## config.mk

```make
export PLATFORM = sky130hd
export DESIGN_NAME = rf_wb_arbiter
export DESIGN_NICKNAME = d
export VERILOG_FILES = /design/src/rtl/rf_arb_pkg.sv /design/src/rtl/rr_arbiter.sv /design/src/rtl/rf_wb_arbiter.sv
export SDC_FILE = /design/constraint.sdc
export NUM_CORES = 1
export LEC_CHECK = 0
export ABC_AREA = 1
export BUFFER_PORTS_ARGS = -buffer_cell sky130_fd_sc_hd__buf_4
export CAP_MARGIN = 20
export CORE_UTILIZATION = 46
export DETAILED_ROUTE_END_ITERATION = 6
export GPL_TIMING_DRIVEN = 0
export MAX_ROUTING_LAYER = met4
export PLACE_DENSITY_LB_ADDON = 0.05
export SYNTH_ARGS = -nofsm -noshare
export SYNTH_HDL_FRONTEND = slang
export SYNTH_SLANG_ARGS = --single-unit
```

## constraint.sdc

```tcl
create_clock -name i_clk -period 1.48 [get_ports i_clk]
set_input_delay 0.222 -clock i_clk [delete_from_list [all_inputs] [get_ports i_clk]]
set_output_delay 0.222 -clock i_clk [all_outputs]
set_load 0.03 [all_outputs]
```

## src/rtl/rf_arb_pkg.sv

```systemverilog
// rtl/rf_arb_pkg.sv - shared types and constants for the register-file write-back arbiter
//
// Purpose : register-file geometry and the per-requester write record,
//           used by rf_wb_arbiter when it unpacks the flat request buses.
package rf_arb_pkg;

    localparam int XLEN     = 32;
    localparam int REG_AW   = 5;
    localparam int NUM_REGS = 32;

    typedef struct packed {
        logic [REG_AW-1:0] addr;
        logic [XLEN-1:0]   data;
    } wb_req_t;

endpackage

```

## src/rtl/rr_arbiter.sv

```systemverilog
// rtl/rr_arbiter.sv - parameterised round-robin grant with last-winner pointer
//
// Purpose : one-hot round-robin grant over N requesters. The search starts at
//           the port after the last winner. The pointer moves only when a grant
//           is actually issued while enabled.
// Ports   : i_clk, i_reset (async active-low)
//           i_req    [N-1:0]  request vector
//           i_enable          when low no grant is issued and the pointer holds
//           o_grant  [N-1:0]  one-hot grant, subset of i_req
module rr_arbiter #(
    parameter int N = 2
) (
    input  logic         i_clk,
    input  logic         i_reset,
    input  logic [N-1:0] i_req,
    input  logic         i_enable,
    output logic [N-1:0] o_grant
);

    localparam int             PW      = (N > 1) ? $clog2(N) : 1;
    localparam logic [PW-1:0]  PTR_RST = PW'(N - 1);

    logic [PW-1:0] ptr_q;
    logic [PW-1:0] ptr_d;
    logic [PW-1:0] win;
    logic [N-1:0]  mask;
    logic [N-1:0]  req_hi;
    logic [N-1:0]  pick;

    // Requests strictly above the pointer take precedence; if there are none
    // the search wraps and the lowest-numbered request wins.
    always_comb begin
        mask = '0;
        for (int i = 0; i < N; i++) begin
            mask[i] = (i > int'(ptr_q));
        end
        req_hi = i_req & mask;
        pick   = (|req_hi) ? req_hi : i_req;

        o_grant = '0;
        win     = ptr_q;
        // Descending scan: the last hit is the lowest set bit.
        for (int i = N - 1; i >= 0; i--) begin
            if (pick[i]) begin
                o_grant    = '0;
                o_grant[i] = 1'b1;
                win        = PW'(i);
            end
        end

        if (!i_enable) begin
            o_grant = '0;
        end
        ptr_d = (i_enable && (|pick)) ? win : ptr_q;
    end

    always_ff @(posedge i_clk or negedge i_reset) begin
        if (!i_reset) begin
            ptr_q <= PTR_RST;
        end else begin
            ptr_q <= ptr_d;
        end
    end

endmodule

```

## src/rtl/rf_wb_arbiter.sv

```systemverilog
// rtl/rf_wb_arbiter.sv - register-file write-port arbiter with long-latency scoreboard
//
// Purpose : shares the single register-file write port between the core
//           writeback (port 0, fixed top priority) and long-latency units
//           (ports 1..NUM_REQ-1, round-robin). It also keeps a per-register
//           busy scoreboard and reports source-operand hazards to decode.
// Ports   : i_clk, i_reset (async active-low)
//           i_req_valid/addr/data  packed per-requester write requests, port 0 in LSBs
//           o_req_ready            one-hot grant; a transfer is valid & ready
//           i_mark_valid/addr      long-latency op issued; mark its destination busy
//           i_rs1_addr/i_rs2_addr  decode source registers
//           o_rs1_busy/o_rs2_busy  source has a result pending (scoreboard or in-flight write)
//           o_rd_wren/addr/data    registered register-file write port
//           o_sb_busy              scoreboard vector, bit 0 always 0
module rf_wb_arbiter
    import rf_arb_pkg::*;
#(
    parameter int NUM_REQ = 3
) (
    input  logic                      i_clk,
    input  logic                      i_reset,
    input  logic [NUM_REQ-1:0]        i_req_valid,
    input  logic [NUM_REQ*REG_AW-1:0] i_req_addr,
    input  logic [NUM_REQ*XLEN-1:0]   i_req_data,
    output logic [NUM_REQ-1:0]        o_req_ready,
    input  logic                      i_mark_valid,
    input  logic [REG_AW-1:0]         i_mark_addr,
    input  logic [REG_AW-1:0]         i_rs1_addr,
    input  logic [REG_AW-1:0]         i_rs2_addr,
    output logic                      o_rs1_busy,
    output logic                      o_rs2_busy,
    output logic                      o_rd_wren,
    output logic [REG_AW-1:0]         o_rd_addr,
    output logic [XLEN-1:0]           o_rd_data,
    output logic [NUM_REGS-1:0]       o_sb_busy
);

    wb_req_t             req [NUM_REQ];
    wb_req_t             sel;
    logic [NUM_REQ-2:0]  rr_grant;
    logic                rr_enable;
    logic                xfer;

    logic                rd_wren_q, rd_wren_d;
    logic [REG_AW-1:0]   rd_addr_q, rd_addr_d;
    logic [XLEN-1:0]     rd_data_q, rd_data_d;
    logic [NUM_REGS-1:0] sb_q,      sb_d;

    always_comb begin
        for (int i = 0; i < NUM_REQ; i++) begin
            req[i].addr = i_req_addr[i*REG_AW +: REG_AW];
            req[i].data = i_req_data[i*XLEN +: XLEN];
        end
    end

    // The round-robin only sees cycles where the core is not writing, so its
    // pointer is untouched while port 0 holds the write port.
    assign rr_enable = ~i_req_valid[0];

    rr_arbiter #(
        .N (NUM_REQ - 1)
    ) u_rr (
        .i_clk    (i_clk),
        .i_reset  (i_reset),
        .i_req    (i_req_valid[NUM_REQ-1:1]),
        .i_enable (rr_enable),
        .o_grant  (rr_grant)
    );

    always_comb begin
        o_req_ready = i_req_valid[0] ? NUM_REQ'(1) : {rr_grant, 1'b0};
    end

    assign xfer = |(o_req_ready & i_req_valid);

    always_comb begin
        sel = '0;
        for (int i = 0; i < NUM_REQ; i++) begin
            if (o_req_ready[i]) begin
                sel = req[i];
            end
        end
    end

    // Write stage: a write to x0 is accepted and registered but never enabled.
    always_comb begin
        rd_wren_d = xfer && (sel.addr != '0);
        rd_addr_d = xfer ? sel.addr : rd_addr_q;
        rd_data_d = xfer ? sel.data : rd_data_q;
    end

    // Clear on the edge that commits the registered write, then apply the mark
    // so an issue to the same register in that cycle keeps the bit set.
    always_comb begin
        sb_d = sb_q;
        if (rd_wren_q) begin
            sb_d[rd_addr_q] = 1'b0;
        end
        if (i_mark_valid && (i_mark_addr != '0)) begin
            sb_d[i_mark_addr] = 1'b1;
        end
        sb_d[0] = 1'b0;
    end

    always_ff @(posedge i_clk or negedge i_reset) begin
        if (!i_reset) begin
            rd_wren_q <= 1'b0;
            rd_addr_q <= '0;
            rd_data_q <= '0;
            sb_q      <= '0;
        end else begin
            rd_wren_q <= rd_wren_d;
            rd_addr_q <= rd_addr_d;
            rd_data_q <= rd_data_d;
            sb_q      <= sb_d;
        end
    end

    assign o_rd_wren = rd_wren_q;
    assign o_rd_addr = rd_addr_q;
    assign o_rd_data = rd_data_q;
    assign o_sb_busy = sb_q;

    // The in-flight term covers the cycle where the scoreboard bit is already
    // cleared-on-next-edge but the register file has not yet been written.
    assign o_rs1_busy = (i_rs1_addr != '0) &&
                        (sb_q[i_rs1_addr] || (rd_wren_q && (rd_addr_q == i_rs1_addr)));
    assign o_rs2_busy = (i_rs2_addr != '0) &&
                        (sb_q[i_rs2_addr] || (rd_wren_q && (rd_addr_q == i_rs2_addr)));

endmodule

```

Word level (Yosys, flattened, before mapping)
Index checks and enable logic that the tools add are counted.
{"block": "totals", "register_bits": 70, "latch_bits": 0, "ramBits": 0, "romBits": 0, "inputBits": 132, "output_inout_bits": 75, "word_cells": 59, "memories": 0}
{"block": "op_classes", "n_addsub": 0, "multipliers": 0, "div_mod_pow": 0, "magnitude_cmp": 7, "eq_ne": 2, "shift": 0, "mux": 19, "bitwise_logic": 6, "reduce_logical": 20}
{"operator": "$mux W37", "n": 3}
{"operator": "$mux W32", "n": 2}
{"operator": "$and A32 B32 Y32", "n": 1}
{"operator": "$not A32 Y32", "n": 1}
{"operator": "$or A32 B32 Y32", "n": 1}
{"operator": "$lt A5 B6 Y1 const B", "n": 4}
{"operator": "$reduce_bool A5 Y1", "n": 4}
{"operator": "$bmux W1 S5", "n": 2}
{"operator": "$demux W1 S5", "n": 2}
{"operator": "$eq A5 B5 Y1", "n": 2}
{"operator": "$ge A5 B1 Y1 const B", "n": 2}
{"operator": "$logic_and A1 B1 Y1", "n": 9}
{"operator": "$mux W1", "n": 6}
{"operator": "$mux W2", "n": 3}
{"operator": "$reduce_or A2 Y1", "n": 2}
{"operator": "$and A3 B3 Y3", "n": 1}
{"operator": "$mux W3", "n": 1}
{"operator": "$reduce_or A3 Y1", "n": 1}
{"operator": "$and A2 B2 Y2", "n": 1}
{"operator": "$logic_or A1 B1 Y1", "n": 2}
{"operator": "$reduce_and A2 Y1", "n": 1}
{"operator": "$reduce_bool A2 Y1", "n": 1}
{"operator": "$gt A1 B1 Y1 const A", "n": 1}
{"operator": "$not A1 Y1", "n": 1}

Logic depth before layout (Yosys ltp)
{"block": "logic_depth", "word_depth": 12, "ltp_mapped": 12, "mapped_depth_nobuf": 10}

Hierarchy
A second synthesis with hierarchy kept.
{"block": "unflattened", "cells_unflattened": 623, "area_unflattened_um2": 4401.7}
{"mod": "rf_wb_arbiter", "n_inst": 1, "cells_each": 613, "area_each_um2": 4331.7, "seq_area_each_um2": 1726.7}
{"mod": "rr_arbiter", "n_inst": 1, "cells_each": 10, "area_each_um2": 70.1, "seq_area_each_um2": 26.3}

Worst setup path after synthesis
No wires, ideal clock.
{"block": "synth_path", "kind": "reg2out", "from": "register rd_addr_q[3] (netlist: o_rd_addr[3])", "to": "output o_rs2_busy", "t_arrival_ns": 1.437, "t_required_ns": 1.258, "slack_ns": -0.179, "stages_incl_launch_ff": 8, "n_path_buf": 1, "cell_sequence": "dfrtp_1 clkbuf_1 o21ai_0 nor3_1 nand3_2 nand3_1 nand2_1 inv_1"}
{"block": "synth_via", "elab_chain_len": 4}
{"element": "start, declared", "line": "rf_wb_arbiter.sv:45", "text": "logic [REG_AW-1:0] rd_addr_q, rd_addr_d;"}
{"element": "start signal, assigned", "line": "rf_wb_arbiter.sv:113", "text": "rd_addr_q <= rd_addr_d;"}
{"element": "$eq A5 B5 Y1", "line": "rf_wb_arbiter.sv:129", "text": "(sb_q[i_rs2_addr] || (rd_wren_q && (rd_addr_q == i_rs2_addr)));"}
{"element": "$logic_and A1 B1 Y1", "line": "rf_wb_arbiter.sv:129"}
{"element": "$logic_or A1 B1 Y1", "line": "rf_wb_arbiter.sv:129"}
{"element": "$logic_and A1 B1 Y1", "line": "rf_wb_arbiter.sv:128", "text": "assign o_rs2_busy = (i_rs2_addr != '0) &&"}
{"element": "end, declared", "line": "rf_wb_arbiter.sv:31", "text": "output logic o_rs2_busy,"}
Every way passes these cells.

Worst setup path after layout
{"block": "layout_path", "from": "register sb_q[28] (netlist: o_sb_busy[28])", "to": "output o_rs1_busy"}
{"block": "layout_via", "elab_chain_len": 4}
{"element": "start, declared", "line": "rf_wb_arbiter.sv:47", "text": "logic [NUM_REGS-1:0] sb_q, sb_d;"}
{"element": "start signal, assigned", "line": "rf_wb_arbiter.sv:110", "text": "sb_q <= '0;"}
{"element": "start signal, assigned", "line": "rf_wb_arbiter.sv:115", "text": "sb_q <= sb_d;"}
{"element": "$bmux W1 S5", "line": "rf_wb_arbiter.sv:127", "text": "(sb_q[i_rs1_addr] || (rd_wren_q && (rd_addr_q == i_rs1_addr)));"}
{"element": "$mux W1 (implied by the code)", "line": "rf_wb_arbiter.sv:127"}
{"element": "$logic_or A1 B1 Y1", "line": "rf_wb_arbiter.sv:127"}
{"element": "$logic_and A1 B1 Y1", "line": "rf_wb_arbiter.sv:126", "text": "assign o_rs1_busy = (i_rs1_addr != '0) &&"}
{"element": "end, declared", "line": "rf_wb_arbiter.sv:30", "text": "output logic o_rs1_busy,"}
Every way passes these cells. The select of a mux whose other input is x is not followed.

==> impl_results.md <==
- Status: finished with violations
- Failing checks: hold timing, setup timing
- Most used flip-flop cell after synthesis: dfrtp_1
- Area grow syn2layout: 54.5%
- #FFs+latches synth: 70
- P_leak: 3.26 nW
- Port bufs: 199
- Crit path cell chain: inv_2 -> nand2_2 -> nand3_2 -> nand3_1 -> nand3_1 -> nand2_1 -> nand2_1 -> nand3_1 -> nand2_1 -> inv_2 -> buf_6
- Layout cells sized above 1: 40.3%
- Die Width: 96.9 um
- Iteration-0 DRC Markers: 304
- Vias per cell: 5.54
- Register-to-Register Setup Slack: 0.01 ns
- Total CTS buffers: 9
- Min Hold Slack: -0.0213 ns
- Ys async rst share: 100%
- RSZ-0062 raised after global routing: true
- Setup WS post-layout: -0.335 ns
- Nets: 969
- Initial antenna violation count: 0
- Total core area: 0.00872 mm^2
- Critical Path AT: 1.59 ns
- WL final: 15.8 mm
- Vias in the first global route: 4989
- Crit path time final: 1.82 ns
- Io pins: 207
- CP max stage cell: dfrtp_1
- Sequential-to-total area share from yosys stat: 42.3%
- Clock Tree Buf Depth: 2
- Fin cells: 950
- Synth area leader: dfrtp_1
- Routed len/inst: 16.6 um
- Critical path required time: 1.26 ns
- Critical Path Fanout Max: 2
- Synth area leaders: dfrtp_1 42%, nand2_1 19%, nand3_1 11%
- CTS tree: built
- Worst Tran Pin Value: 0.911 ns
- Synth cell types: 28
- Final RePlAce weighted congestion: 0.964
- Fmax: 0.551 GHz
- H-tree levels: 3
- Syn_area_per_cell: 7.06 um^2
- Final Util: 73.4%
- Via Count: 5262
- Synthesis warning total: 0
- Crit share post-route: 123%
- Tot GR Track Use: 33.1%
- Post-Syn Nets: 719
- Worst stage delay on the critical path: 0.40 ns
- Slew Viols, Final: 0
- Post-detail-place hpwl: 11.2 mm
- Clk slew on worst S/H paths: 0.08 ns
- Clock root cell: clkbuf_8
- Placed Cells: 894
- Fin Setup TNS: -0.900 ns
- Max-cap viol count: 0
- Clock Skew: 0.00896 ns
- Pre-antenna DRT Iters: 5
- Worst vdd ir: 0.000833 V
- Starting Density: 47.5%
- Most frequent cell after synthesis: nand2_1
- CP top delay family: simple AND/OR/NAND/NOR gates
- Die H: 96.9 um
- Worst setup SP type: flop
- Post-synth top area share: 41.7%
- Worst-Skew Late Latency: 0.35 ns
- Final Hold Vio Count: 10
- Setup slack after placement: -0.104 ns
- Placed inst area: 0.00578 mm^2
- Antenna Cells: 0
- Detail Route Antenna Nets: 0
- Crit Path Class: reg2out
- Critical path buffer and inverter count: 3
- CP endpoint kind: output port
- Final Cell Area: 0.00640 mm^2
- Slew headroom: 39.2%
- Hold crit path type: in2async
- Total grt overflow: 0
- Cells after Synth: 587
- Global-route wire length before repair: 24.1 mm
- Die footprint: 0.00939 mm^2
- Power Density: 1300 mW/mm^2
- Pin count of the biggest net entering global routing: 71
- Row cnt: 34
- Number of synthesized flops with an enable pin: 0
- Netlist Area Pre-Place: 0.00414 mm^2
- Sink Count: 70
- Drc violations: 0
- Final setup vio count: 4
- Commonest cells in the synthesized netlist: 214 x nand2_1, 88 x nand3_1, 69 x dfrtp_1
[cell usage in the layout, fill, tap and decap left out, types with 6 or more instances in the layout]
cell type | synthesis | final
dfrtp_2 | 0 | 6
clkbuf_8 | 0 | 10
buf_6 | 5 | 14
nand3_2 | 1 | 14
buf_4 | 7 | 242
nand4_1 | 32 | 32
inv_1 | 46 | 25
inv_2 | 6 | 25
nand3_1 | 88 | 75
dfrtp_1 | 69 | 63
buf_2 | 10 | 6
o21ai_0 | 64 | 64
nor2_1 | 9 | 9
nand2_1 | 214 | 212
[state kept, by name, indices dropped and copies added (netlist names)]
register    cells
o_rd_addr       5
o_rd_wren       1
u_rr.ptr_q      1
o_sb_busy      31
o_rd_data      32
[per-layer routing]
metal / vias up / global-route usage, % / share of wire, %
li1: 2439 / - / -
met1: 2497 / 42.9 / 40
met2: 301 / 53.1 / 50
met3: 25 / 5.64 / 8.2
met4: 0 / 10.1 / 1.8
met5: - / - / 0
[report_power, final]
part	internal [W]	switching, W	leakage (nW)
Combinational	0.00173	0.00246	2.35
Clock	0.000648	0.000755	0.0861
Sequential	0.00238	0.000362	0.820
Total	0.00476	0.00357	3.26
[cell families (layout without fill, tap and decap cells)]
group,Yosys count,after routing,share of synthesized area (%)
simple gates,353,353,37.3
buf+inv,82,337,9.97
flops,70,70,42.3
other cells,1,1,0.0905
compound gates,81,81,10.4
[final timing paths]
| check | end | cells past startpoint | from |
|---|---|---|---|
| hold reg to reg | o_rd_data[10] | 2 | o_rd_data[10] |
| setup / recovery | o_rs1_busy | 11 | o_sb_busy[28] |
| max in group asynchronous | o_rd_addr[0] | 1 | i_reset |
| min in group i_clk | o_rd_data[18] | 3 | i_req_data[82] |
| setup reg to reg | o_rd_data[4] | 6 | u_rr.ptr_q |
| hold / removal | o_sb_busy[12] | 1 | i_reset |
[layout make-up]
class,count,area (um^2)
Buffer,27,234
Tap cell,108,135
Clock inverter,4,22.5
Fill cell,686,2320
Sequential cell,70,1760
Timing Repair Buffer,240,1820
Multi-Input combinational cell,435,2070
Clock buffer,12,145
Inverter,54,220
[timing repair]
action | CTS | global route
setup buffers | 23 | 18
pin swaps | 17 | 16
hold buffers | 0 | 0
resized for setup | 27 | 32
setup endpoints to repair | 17 | 32
[through the flow]
stage | hold WS (ns) | total power [W]
detailed placement | 0.403 | 0.00629
CTS | 0.0310 | 0.00805
floorplan | -0.0736 | 0.00476
finish | -0.0213 | 0.00833
global route | 0.0677 | 0.00872
global placement | 0.392 | 0.00622
Note: power is estimated with default switching activity, not from simulation.
